[src/rtl/codeload_if.sv]
// Boot-loader signal bundle: UART rx/tx handshake, core-side code-RAM request and code-RAM port.
// master = the loader (codeload_ctrl); slave = the SoC side (UART, core, RAM wrapper).
interface codeload_if #(
    parameter int ADDR_WIDTH = 12
);
    logic                  rx_data_valid;
    logic [7:0]            rx_data;
    logic                  rx_error;
    logic                  tx_busy;
    logic                  tx_data_valid;
    logic [7:0]            tx_data;
    logic                  core_ce;
    logic                  core_we;
    logic [ADDR_WIDTH-1:0] core_addr;
    logic [31:0]           core_wdata;
    logic                  ram_ce;
    logic                  ram_we;
    logic [ADDR_WIDTH-1:0] ram_addr;
    logic [31:0]           ram_wdata;

    modport master (
        input  rx_data_valid, rx_data, rx_error, tx_busy,
        input  core_ce, core_we, core_addr, core_wdata,
        output tx_data_valid, tx_data,
        output ram_ce, ram_we, ram_addr, ram_wdata
    );

    modport slave (
        output rx_data_valid, rx_data, rx_error, tx_busy,
        output core_ce, core_we, core_addr, core_wdata,
        input  tx_data_valid, tx_data,
        input  ram_ce, ram_we, ram_addr, ram_wdata
    );
endinterface

[src/rtl/codeload_ctrl.sv]
// Boot sequencer: optionally loads a length-prefixed program image from the UART into code RAM,
// acknowledges with an XOR checksum, then releases the core and hands it the RAM port.
module codeload_ctrl #(
    parameter int ADDR_WIDTH     = 12,
    parameter int TIMEOUT_CYCLES = 1000000
) (
    input  logic       clk,
    input  logic       rst_n,
    input  logic       skip_load,
    codeload_if.master bus,
    output logic       core_rst_n,
    output logic       load_busy,
    output logic       load_error
);
    localparam int              TW        = $clog2(TIMEOUT_CYCLES + 1);
    localparam logic [TW-1:0]   TMO_LAST  = TW'(TIMEOUT_CYCLES - 1);
    localparam logic [32:0]     MAX_WORDS = 33'd1 << ADDR_WIDTH;

    typedef enum logic [2:0] {S_IDLE, S_LEN, S_DATA, S_ACK, S_RUN, S_ERR} state_t;

    state_t        state_q, state_d;
    logic [31:0]   wc_q, wc_d;
    logic [31:0]   word_q, word_d;
    logic [31:0]   idx_q, idx_d;
    logic [1:0]    bcnt_q, bcnt_d;
    logic [7:0]    csum_q, csum_d;
    logic [TW-1:0] tmo_q, tmo_d;
    logic          got_q, got_d;
    logic          wr_q, wr_d;
    logic          sent_q, sent_d;
    logic          crst_q;

    logic          loading, byte_ok, timeout, last_wr;
    logic [31:0]   len_full;

    assign loading  = (state_q == S_LEN) || (state_q == S_DATA);
    assign byte_ok  = loading && bus.rx_data_valid && !bus.rx_error;
    assign len_full = {bus.rx_data, wc_q[31:8]};
    // The watchdog only arms once the first length byte has been seen.
    assign timeout  = loading && got_q && !bus.rx_data_valid && (tmo_q == TMO_LAST);
    assign last_wr  = wr_q && (idx_q == wc_q - 32'd1);

    always_ff @(posedge clk or negedge rst_n) begin
        if (!rst_n) state_q <= S_IDLE;
        else        state_q <= state_d;
    end

    always_comb begin
        state_d = state_q;
        case (state_q)
            S_IDLE: state_d = skip_load ? S_RUN : S_LEN;
            S_LEN: begin
                if (bus.rx_error || timeout) begin
                    state_d = S_ERR;
                end else if (byte_ok && (bcnt_q == 2'd3)) begin
                    if (len_full == 32'd0)                   state_d = S_ACK;
                    else if ({1'b0, len_full} > MAX_WORDS)   state_d = S_ERR;
                    else                                     state_d = S_DATA;
                end
            end
            S_DATA: begin
                if (bus.rx_error || timeout) state_d = S_ERR;
                else if (last_wr)            state_d = S_ACK;
            end
            S_ACK:   if (!bus.tx_busy) state_d = S_RUN;
            S_RUN:   state_d = S_RUN;
            S_ERR:   state_d = S_ERR;
            default: state_d = S_IDLE;
        endcase
    end

    // Bytes shift in LSB first; the write pulse is the cycle after the 4th data byte.
    always_comb begin
        wc_d   = wc_q;
        word_d = word_q;
        idx_d  = idx_q;
        bcnt_d = bcnt_q;
        csum_d = csum_q;
        tmo_d  = tmo_q;
        got_d  = got_q;
        wr_d   = 1'b0;
        sent_d = sent_q;
        if (byte_ok) begin
            csum_d = csum_q ^ bus.rx_data;
            bcnt_d = bcnt_q + 2'd1;
            tmo_d  = '0;
            got_d  = 1'b1;
            if (state_q == S_LEN) begin
                wc_d = len_full;
                if (bcnt_q == 2'd3) idx_d = 32'd0;
            end else begin
                word_d = {bus.rx_data, word_q[31:8]};
                wr_d   = (bcnt_q == 2'd3);
            end
        end else if (loading && got_q) begin
            tmo_d = tmo_q + TW'(1);
        end
        if (wr_q) idx_d = idx_q + 32'd1;
        if ((state_q == S_ERR) && !bus.tx_busy) sent_d = 1'b1;
    end

    always_ff @(posedge clk or negedge rst_n) begin
        if (!rst_n) begin
            wc_q   <= '0;
            word_q <= '0;
            idx_q  <= '0;
            bcnt_q <= '0;
            csum_q <= '0;
            tmo_q  <= '0;
            got_q  <= 1'b0;
            wr_q   <= 1'b0;
            sent_q <= 1'b0;
            crst_q <= 1'b0;
        end else begin
            wc_q   <= wc_d;
            word_q <= word_d;
            idx_q  <= idx_d;
            bcnt_q <= bcnt_d;
            csum_q <= csum_d;
            tmo_q  <= tmo_d;
            got_q  <= got_d;
            wr_q   <= wr_d;
            sent_q <= sent_d;
            crst_q <= (state_q == S_RUN);
        end
    end

    always_comb begin
        load_busy         = loading;
        load_error        = (state_q == S_ERR);
        core_rst_n        = crst_q;
        bus.tx_data_valid = 1'b0;
        bus.tx_data       = 8'h00;
        bus.ram_ce        = 1'b0;
        bus.ram_we        = 1'b0;
        bus.ram_addr      = '0;
        bus.ram_wdata     = 32'd0;
        case (state_q)
            S_RUN: begin
                bus.ram_ce    = bus.core_ce;
                bus.ram_we    = bus.core_we;
                bus.ram_addr  = bus.core_addr;
                bus.ram_wdata = bus.core_wdata;
            end
            S_DATA: begin
                if (wr_q) begin
                    bus.ram_ce    = 1'b1;
                    bus.ram_we    = 1'b1;
                    bus.ram_addr  = idx_q[ADDR_WIDTH-1:0];
                    bus.ram_wdata = word_q;
                end
            end
            S_ACK: begin
                if (!bus.tx_busy) begin
                    bus.tx_data_valid = 1'b1;
                    bus.tx_data       = csum_q;
                end
            end
            S_ERR: begin
                if (!bus.tx_busy && !sent_q) begin
                    bus.tx_data_valid = 1'b1;
                    bus.tx_data       = 8'hEE;
                end
            end
            default: ;
        endcase
    end
endmodule

[src/flat_wrapper.sv]
// flat-port wrapper written by rule: the top's interface ports become plain ports
module codeload_ctrl_flat 
#(
    parameter int ADDR_WIDTH     = 12,
    parameter int TIMEOUT_CYCLES = 1000000
)
  (clk, rst_n, skip_load, core_rst_n, load_busy, load_error, bus_rx_data_valid, bus_rx_data, bus_rx_error, bus_tx_busy, bus_core_ce, bus_core_we, bus_core_addr, bus_core_wdata, bus_tx_data_valid, bus_tx_data, bus_ram_ce, bus_ram_we, bus_ram_addr, bus_ram_wdata);
  codeload_if #(.ADDR_WIDTH(ADDR_WIDTH)) bus_i ();
  input  logic clk;
  input  logic rst_n;
  input  logic skip_load;
  output logic core_rst_n;
  output logic load_busy;
  output logic load_error;
  input wire logic [$bits(bus_i.rx_data_valid)-1:0] bus_rx_data_valid;
  input wire logic [$bits(bus_i.rx_data)-1:0] bus_rx_data;
  input wire logic [$bits(bus_i.rx_error)-1:0] bus_rx_error;
  input wire logic [$bits(bus_i.tx_busy)-1:0] bus_tx_busy;
  input wire logic [$bits(bus_i.core_ce)-1:0] bus_core_ce;
  input wire logic [$bits(bus_i.core_we)-1:0] bus_core_we;
  input wire logic [$bits(bus_i.core_addr)-1:0] bus_core_addr;
  input wire logic [$bits(bus_i.core_wdata)-1:0] bus_core_wdata;
  output wire logic [$bits(bus_i.tx_data_valid)-1:0] bus_tx_data_valid;
  output wire logic [$bits(bus_i.tx_data)-1:0] bus_tx_data;
  output wire logic [$bits(bus_i.ram_ce)-1:0] bus_ram_ce;
  output wire logic [$bits(bus_i.ram_we)-1:0] bus_ram_we;
  output wire logic [$bits(bus_i.ram_addr)-1:0] bus_ram_addr;
  output wire logic [$bits(bus_i.ram_wdata)-1:0] bus_ram_wdata;
  assign bus_i.rx_data_valid = bus_rx_data_valid;
  assign bus_i.rx_data = bus_rx_data;
  assign bus_i.rx_error = bus_rx_error;
  assign bus_i.tx_busy = bus_tx_busy;
  assign bus_i.core_ce = bus_core_ce;
  assign bus_i.core_we = bus_core_we;
  assign bus_i.core_addr = bus_core_addr;
  assign bus_i.core_wdata = bus_core_wdata;
  assign bus_tx_data_valid = bus_i.tx_data_valid;
  assign bus_tx_data = bus_i.tx_data;
  assign bus_ram_ce = bus_i.ram_ce;
  assign bus_ram_we = bus_i.ram_we;
  assign bus_ram_addr = bus_i.ram_addr;
  assign bus_ram_wdata = bus_i.ram_wdata;
  codeload_ctrl #(.ADDR_WIDTH(ADDR_WIDTH), .TIMEOUT_CYCLES(TIMEOUT_CYCLES)) u_core (.clk(clk), .rst_n(rst_n), .skip_load(skip_load), .bus(bus_i), .core_rst_n(core_rst_n), .load_busy(load_busy), .load_error(load_error));
endmodule
[config.mk]
export PLATFORM = sky130hd
export DESIGN_NAME = codeload_ctrl_flat
export DESIGN_NICKNAME = d
export VERILOG_FILES = /design/src/rtl/codeload_if.sv /design/src/rtl/codeload_ctrl.sv /design/src/flat_wrapper.sv
export SDC_FILE = /design/constraint.sdc
export NUM_CORES = 1
export LEC_CHECK = 0
export CAP_MARGIN = 20
export CELL_PAD_IN_SITES_DETAIL_PLACEMENT = 1
export CELL_PAD_IN_SITES_GLOBAL_PLACEMENT = 2
export CORE_ASPECT_RATIO = 0.8
export CORE_UTILIZATION = 34
export DETAILED_ROUTE_END_ITERATION = 12
export PLACE_DENSITY = 0.77
export SLEW_MARGIN = 20
export SYNTH_ARGS = -nofsm -noshare
export SYNTH_HDL_FRONTEND = slang
export SYNTH_SLANG_ARGS = --single-unit
[constraint.sdc]
create_clock -name clk -period 3.1 [get_ports clk]
set_clock_uncertainty 0.2 [all_clocks]
set_input_delay 0.31 -clock clk [delete_from_list [all_inputs] [get_ports clk]]
set_output_delay 0.31 -clock clk [all_outputs]
set_load 0.05 [all_outputs]
## Word-level counts from Yosys, hierarchy flattened

Cells that the tools add are included.

| storage, ports and cells | value |
|---|---|
| bits of input ports | 60 |
| bits in writable memories | 0 |
| memories | 0 |
| latch bits | 0 |
| memory bits (read-only) | 0 |
| logic and storage cells | 84 |
| register bits after elaboration | 133 |

| operators by class | value |
|---|---|
| $lt $le $gt $ge | 1 |
| multipliers | 0 |
| shifts and indexed selects | 0 |
| mux-type cells | 30 |
| divide/modulo/power cells | 0 |
| add/sub/neg operators | 4 |
| reductions and logical operators | 25 |
| equal/unequal tests | 11 |
| bitwise logic cells | 2 |

Operators by type and width:

| operator | count |
|---|---|
| 32-bit two-way mux | 5 |
| 32-bit one-hot mux with 2 select lines | 1 |
| 20-bit two-way mux | 2 |
| 32-bit by 1-bit adder with 32-bit output (second input constant) | 1 |
| 32-bit == test | 1 |
| 32-bit by 13-bit greater-than comparator with 1-bit output (second input constant) | 1 |
| 32-bit logical NOT | 1 |
| 32-bit by 1-bit subtractor with 32-bit output (second input constant) | 1 |
| 3-bit two-way mux | 8 |
| 12-bit one-hot mux with 2 select lines | 1 |
| 20-bit by 1-bit adder with 20-bit output (second input constant) | 1 |
| 20-bit == test (second input constant) | 1 |
| 3-bit one-hot mux with 6 select lines | 1 |
| 8-bit two-way mux | 2 |
| 8-bit one-hot mux with 2 select lines | 1 |
| 12-bit two-way mux | 1 |
| 1-bit logical AND | 9 |
| 2-bit nonzero test | 4 |
| 8-bit XOR | 1 |
| 3-bit by 2-bit == test with 1-bit output (second input constant) | 2 |
| 3-bit == test (second input constant) | 2 |
| 1-bit one-hot mux with 2 select lines | 3 |
| 3-bit AND reduction | 2 |
| 1-bit two-way mux | 5 |
| other kinds (11) | 16 |

## Logic depth before layout (Yosys ltp)

| depth | value |
|---|---|
| depth in word-level cells | 8 |
| gate-level depth with buffers | 9 |
| gate-level depth less buffers | 9 |

## Least setup slack after synthesis

OpenSTA, ideal clock, no wires.

| timing | value |
|---|---|
| path type | reg2reg |
| from | register u_core.wc_q[0] |
| to | register u_core.state_q[0] |
| clock period less this slack | 2,719 ps |
| setup time | 76 ps |
| stages on the path, launching flop included | 10 |
| arrival time | 2,442 ps |
| setup slack | 381 ps |
| buffers on the path | 0 |
| path through | dfrtp_1 -> inv_1 -> ha_1 -> nor3b_2 -> nand2_2 -> or4_4 -> a221oi_2 -> o2111ai_1 -> or4_1 -> o21ai_1 |

| on the way | value |
|---|---|
| word-level cells in the longest chain between the ends | 5 |

Ends and longest elaborated chain:

| item | line | source |
|---|---|---|
| start: declaration | codeload_ctrl.sv:22 | `logic [31:0] wc_q, wc_d;` |
| start signal: assignment | codeload_ctrl.sv:115 | `wc_q <= wc_d;` |
| 32-bit by 1-bit subtractor with 32-bit output | codeload_ctrl.sv:41 | `assign last_wr = wr_q && (idx_q == wc_q - 32'd1);` |
| 32-bit == test | codeload_ctrl.sv:41 |  |
| 1-bit logical AND | codeload_ctrl.sv:41 |  |
| 3-bit by 2-bit inequality test with 1-bit output (no line) | -- |  |
| 3-bit AND reduction (no line) | -- |  |
| end signal: assignment | codeload_ctrl.sv:45 | `else state_q <= state_d;` |
| end: declaration | codeload_ctrl.sv:21 | `state_t state_q, state_d;` |

No other way between the ends.
A chain may end at the register's enable or synchronous reset.

## Final worst setup path

| timing | value |
|---|---|
| from | register u_core.wc_q[14] |
| to | register u_core.state_q[0] |

| on the way | value |
|---|---|
| word-level cells in the longest chain between the ends | 6 |
| elaborated cells between the ends (all ways) | 12 |
| those cells by class | 1 x add/sub; 1 x order compare; 2 x eq/ne; 5 x mux; 3 x reduce/logical |

Ends and longest elaborated chain:

| item |
|---|
| branches (longest 6 deep; another with 32-bit by 1-bit subtractor with 32-bit output) |

Parallel ways; which one is timed is not known. The select of a mux whose other input is x is not followed.

==> results.yml <==
power_and_ir_drop:
  p_total_mw: 4.351
  p_per_area_nw_per_um2: 419.3
  ir_drop_mv: 0.3726
  leakage_nw: 4.662
placement:
  port_buffers: 117
  detailed_place_hpwl_um: 17980
  globalplace.congestion: 0.9174
sta:
  max_freq_mhz: 343.6
  setup_viol: 0
  grt_setup_unrepaired: "no"
  fin_crit_ns: 2.911
  slew_viol_final: 0
  setup_tns_ns: 0
  worst_pin_slew_ns: 0.8492
  fin_crit_sh_pct: 93.89
  maxSlewHeadroom_pct: 43.38
  hold_viol_final: 0
global_routing:
  first_global_vias: 7107
  antenna_found_initial: 0
  grt_max_degree: 65
  gr-usage-all-layers_pct: 22.76
  grt_overflow: 0
  grt_pass1_wl_um: 40070
synthesis:
  synth_sequential_area_ratio_pct: 43.92
  ys_async_sr_fraction_pct: 100.0
  synth_edf_count: 0
  yosys.cell_types.count: 73
  avgSynthCellArea_um2: 9.752
  synthesis.nets: 841
  synth-seq-cells: 133
  yosysWarnings: 0
  synth_ff_type: "dfrtp_1"
  synthCells: 777
  synth_area_um2: 7577
floorplan:
  start_util_pct: 34.85
  io_pins: 118
  die_y_um: 135.5
  die_area_um2: 22890
  rows: 48
  core_area_um2: 21740
  die_w_um: 168.9
setup_path:
  crit_arrival_ns: 3.08
  crit_required_ns: 3.27
  crit_path_start_kind: "flip-flop"
  reg2reg_from: "u_core.wc_q[14]"
  criticalPathCategory: "flip-flop to flip-flop"
  cp-startpoint: "u_core.wc_q[14]"
  cp-end-kind: "flip-flop"
  crit_fanout: 8
finish:
  area.sequential_um2: 3328
  layout_commonest_cell: "nand2_1"
  fin_nets: 972
  area_growth_pct: 36.96
  multiInputGateArea_um2: 4010
  antenna_cells: 0
  layout-drive-gt1-share_pct: 20.63
  fillCellCount: 2420
  final_cell_mix: "nand2_1 (135), dfrtp_1 (133), clkdlybuf4s50_1 (61), buf_12 (56), a22o_1 (53)"
run_status:
  status: "finished, final reports clean"
clocking:
  clkTransAtPathRegs_ns: 0.07
  cts_tree: "built"
  cts.sink_count: 133
  cts-root-buf: "clkbuf_16"
  clock_latency_ns: 0.43
  clock_path_buffers: 2
  cts_buffers: 17
  h-tree-depth: 4
drt:
  first_pass_iters: 4
  via_per_inst: 5.361
  wl_per_cell_um: 19.91
  via_count: 6546
  postRouteAntennaNets: 0
  drt-total-wl_um: 24310
  route.detailed.drc: 0
  drtIter0Drc: 337
job:
  cap_viol_max_count: 0
min_path:
  hp-class: "input pin to async pin"
## path summary, 6_finish.rpt
path | to | slack (ns) | depth (start not counted)
setup / recovery | u_core.state_q[0] | 0.19 | 7
hold reg to reg | u_core.csum_q[4] | 0.27 | 1
min in group clk | u_core.csum_q[4] | 0.27 | 1
setup reg to reg | u_core.state_q[0] | 0.19 | 7
max in group asynchronous | u_core.idx_q[18] | 1.60 | 3
hold / removal | u_core.tmo_q[18] | 0.26 | 2
## cells in the mapped netlist (all sizes together), types with 9 or more instances
library cell    n  area, um2
a21o           11      82.58
nand2         137      524.3
nand4          23      143.9
dfrtp         133       3328
a22o           53      464.2
mux2i          13      130.1
a21oi          10      50.05
nor3           20      105.1
and3           12      75.07
xor2           27      236.5
o21ai          25      125.1
xnor2          49      436.7
clkbuf         32      121.4
nor2           41      153.9
inv             9      33.78
nand3          26      130.1
mux2           34      382.9
buf            14      90.08
nor4           13      156.4
## cell families (layout without fill, tap and decap cells)
group | count (synthesis) | after routing | synth area share [%]
xor+xnor | 76 | 76 | 8.884
flops | 133 | 133 | 43.92
compound gates | 130 | 130 | 13.14
simple gates | 331 | 331 | 23.25
mux | 47 | 47 | 6.770
buf+inv | 56 | 200 | 3.368
fa+ha+maj | 4 | 4 | 0.6605
## flip-flops by register name, indices dropped and copies added (netlist names), 2 cells and up
signal	count
u_core.bcnt_q	2
u_core.csum_q	8
u_core.idx_q	32
u_core.state_q	3
u_core.tmo_q	20
u_core.wc_q	32
u_core.word_q	32
## report_power, final
group          total (mW)  internal (mW)  switching, mW
logic               0.440          0.220          0.220
registers            1.91           1.81         0.0992
clock network        2.00           1.13          0.869
total                4.35           3.16           1.19
## per-layer routing
layer | share of wire [%] | GRT usage [%]
met1 | 46 | 30.81
met3 | 5.1 | 5.551
met5 | 0 | 0
met2 | 46 | 35.58
met4 | 2.0 | 7.677
## layout make-up
class	count	area share [%]
Inverter	9	0.3255
Multi-Input combinational cell	588	38.64
Tap cell	300	3.617
Sequential cell	133	32.07
Clock buffer	18	4.136
Clock inverter	14	1.387
Timing Repair Buffer	159	19.82
## metrics by stage
stage / cells / hold WS [ns] / instance area (um2) / setup slack, ns / utilization, %
after floorplan: 777 / -0.1856 / 7577 / 0.3813 / -
after global placement: 1188 / 0.1542 / 9791 / 0.2335 / 45.03
after detailed placement: 1188 / 0.1637 / 9791 / 0.1929 / 45.03
after CTS: 1221 / 0.2696 / 10370 / 0.1529 / 47.72
after global routing: 1221 / 0.2897 / 10380 / 0.04021 / 47.73
final: 1221 / 0.2553 / 10380 / 0.1894 / 47.73
## timing repair
item	4_1_cts	5_1_grt
setup buffers	0	0
hold buffers	1	0
endpoints found under the hold margin	62	0
gates resized for setup	0	1
endpoints found under the setup margin	0	8
## worst max-delay path, stage by stage, from the launching register on
cell       delay [ns]
dfrtp_1          0.46
nor4_4           0.53
nand2_4          0.16
or4_4            0.57
a221oi_2         0.24
o2111ai_1        0.13
or4_1            0.43
o21ai_1          0.14
No activity file was read; power rests on OpenSTA's default activity.
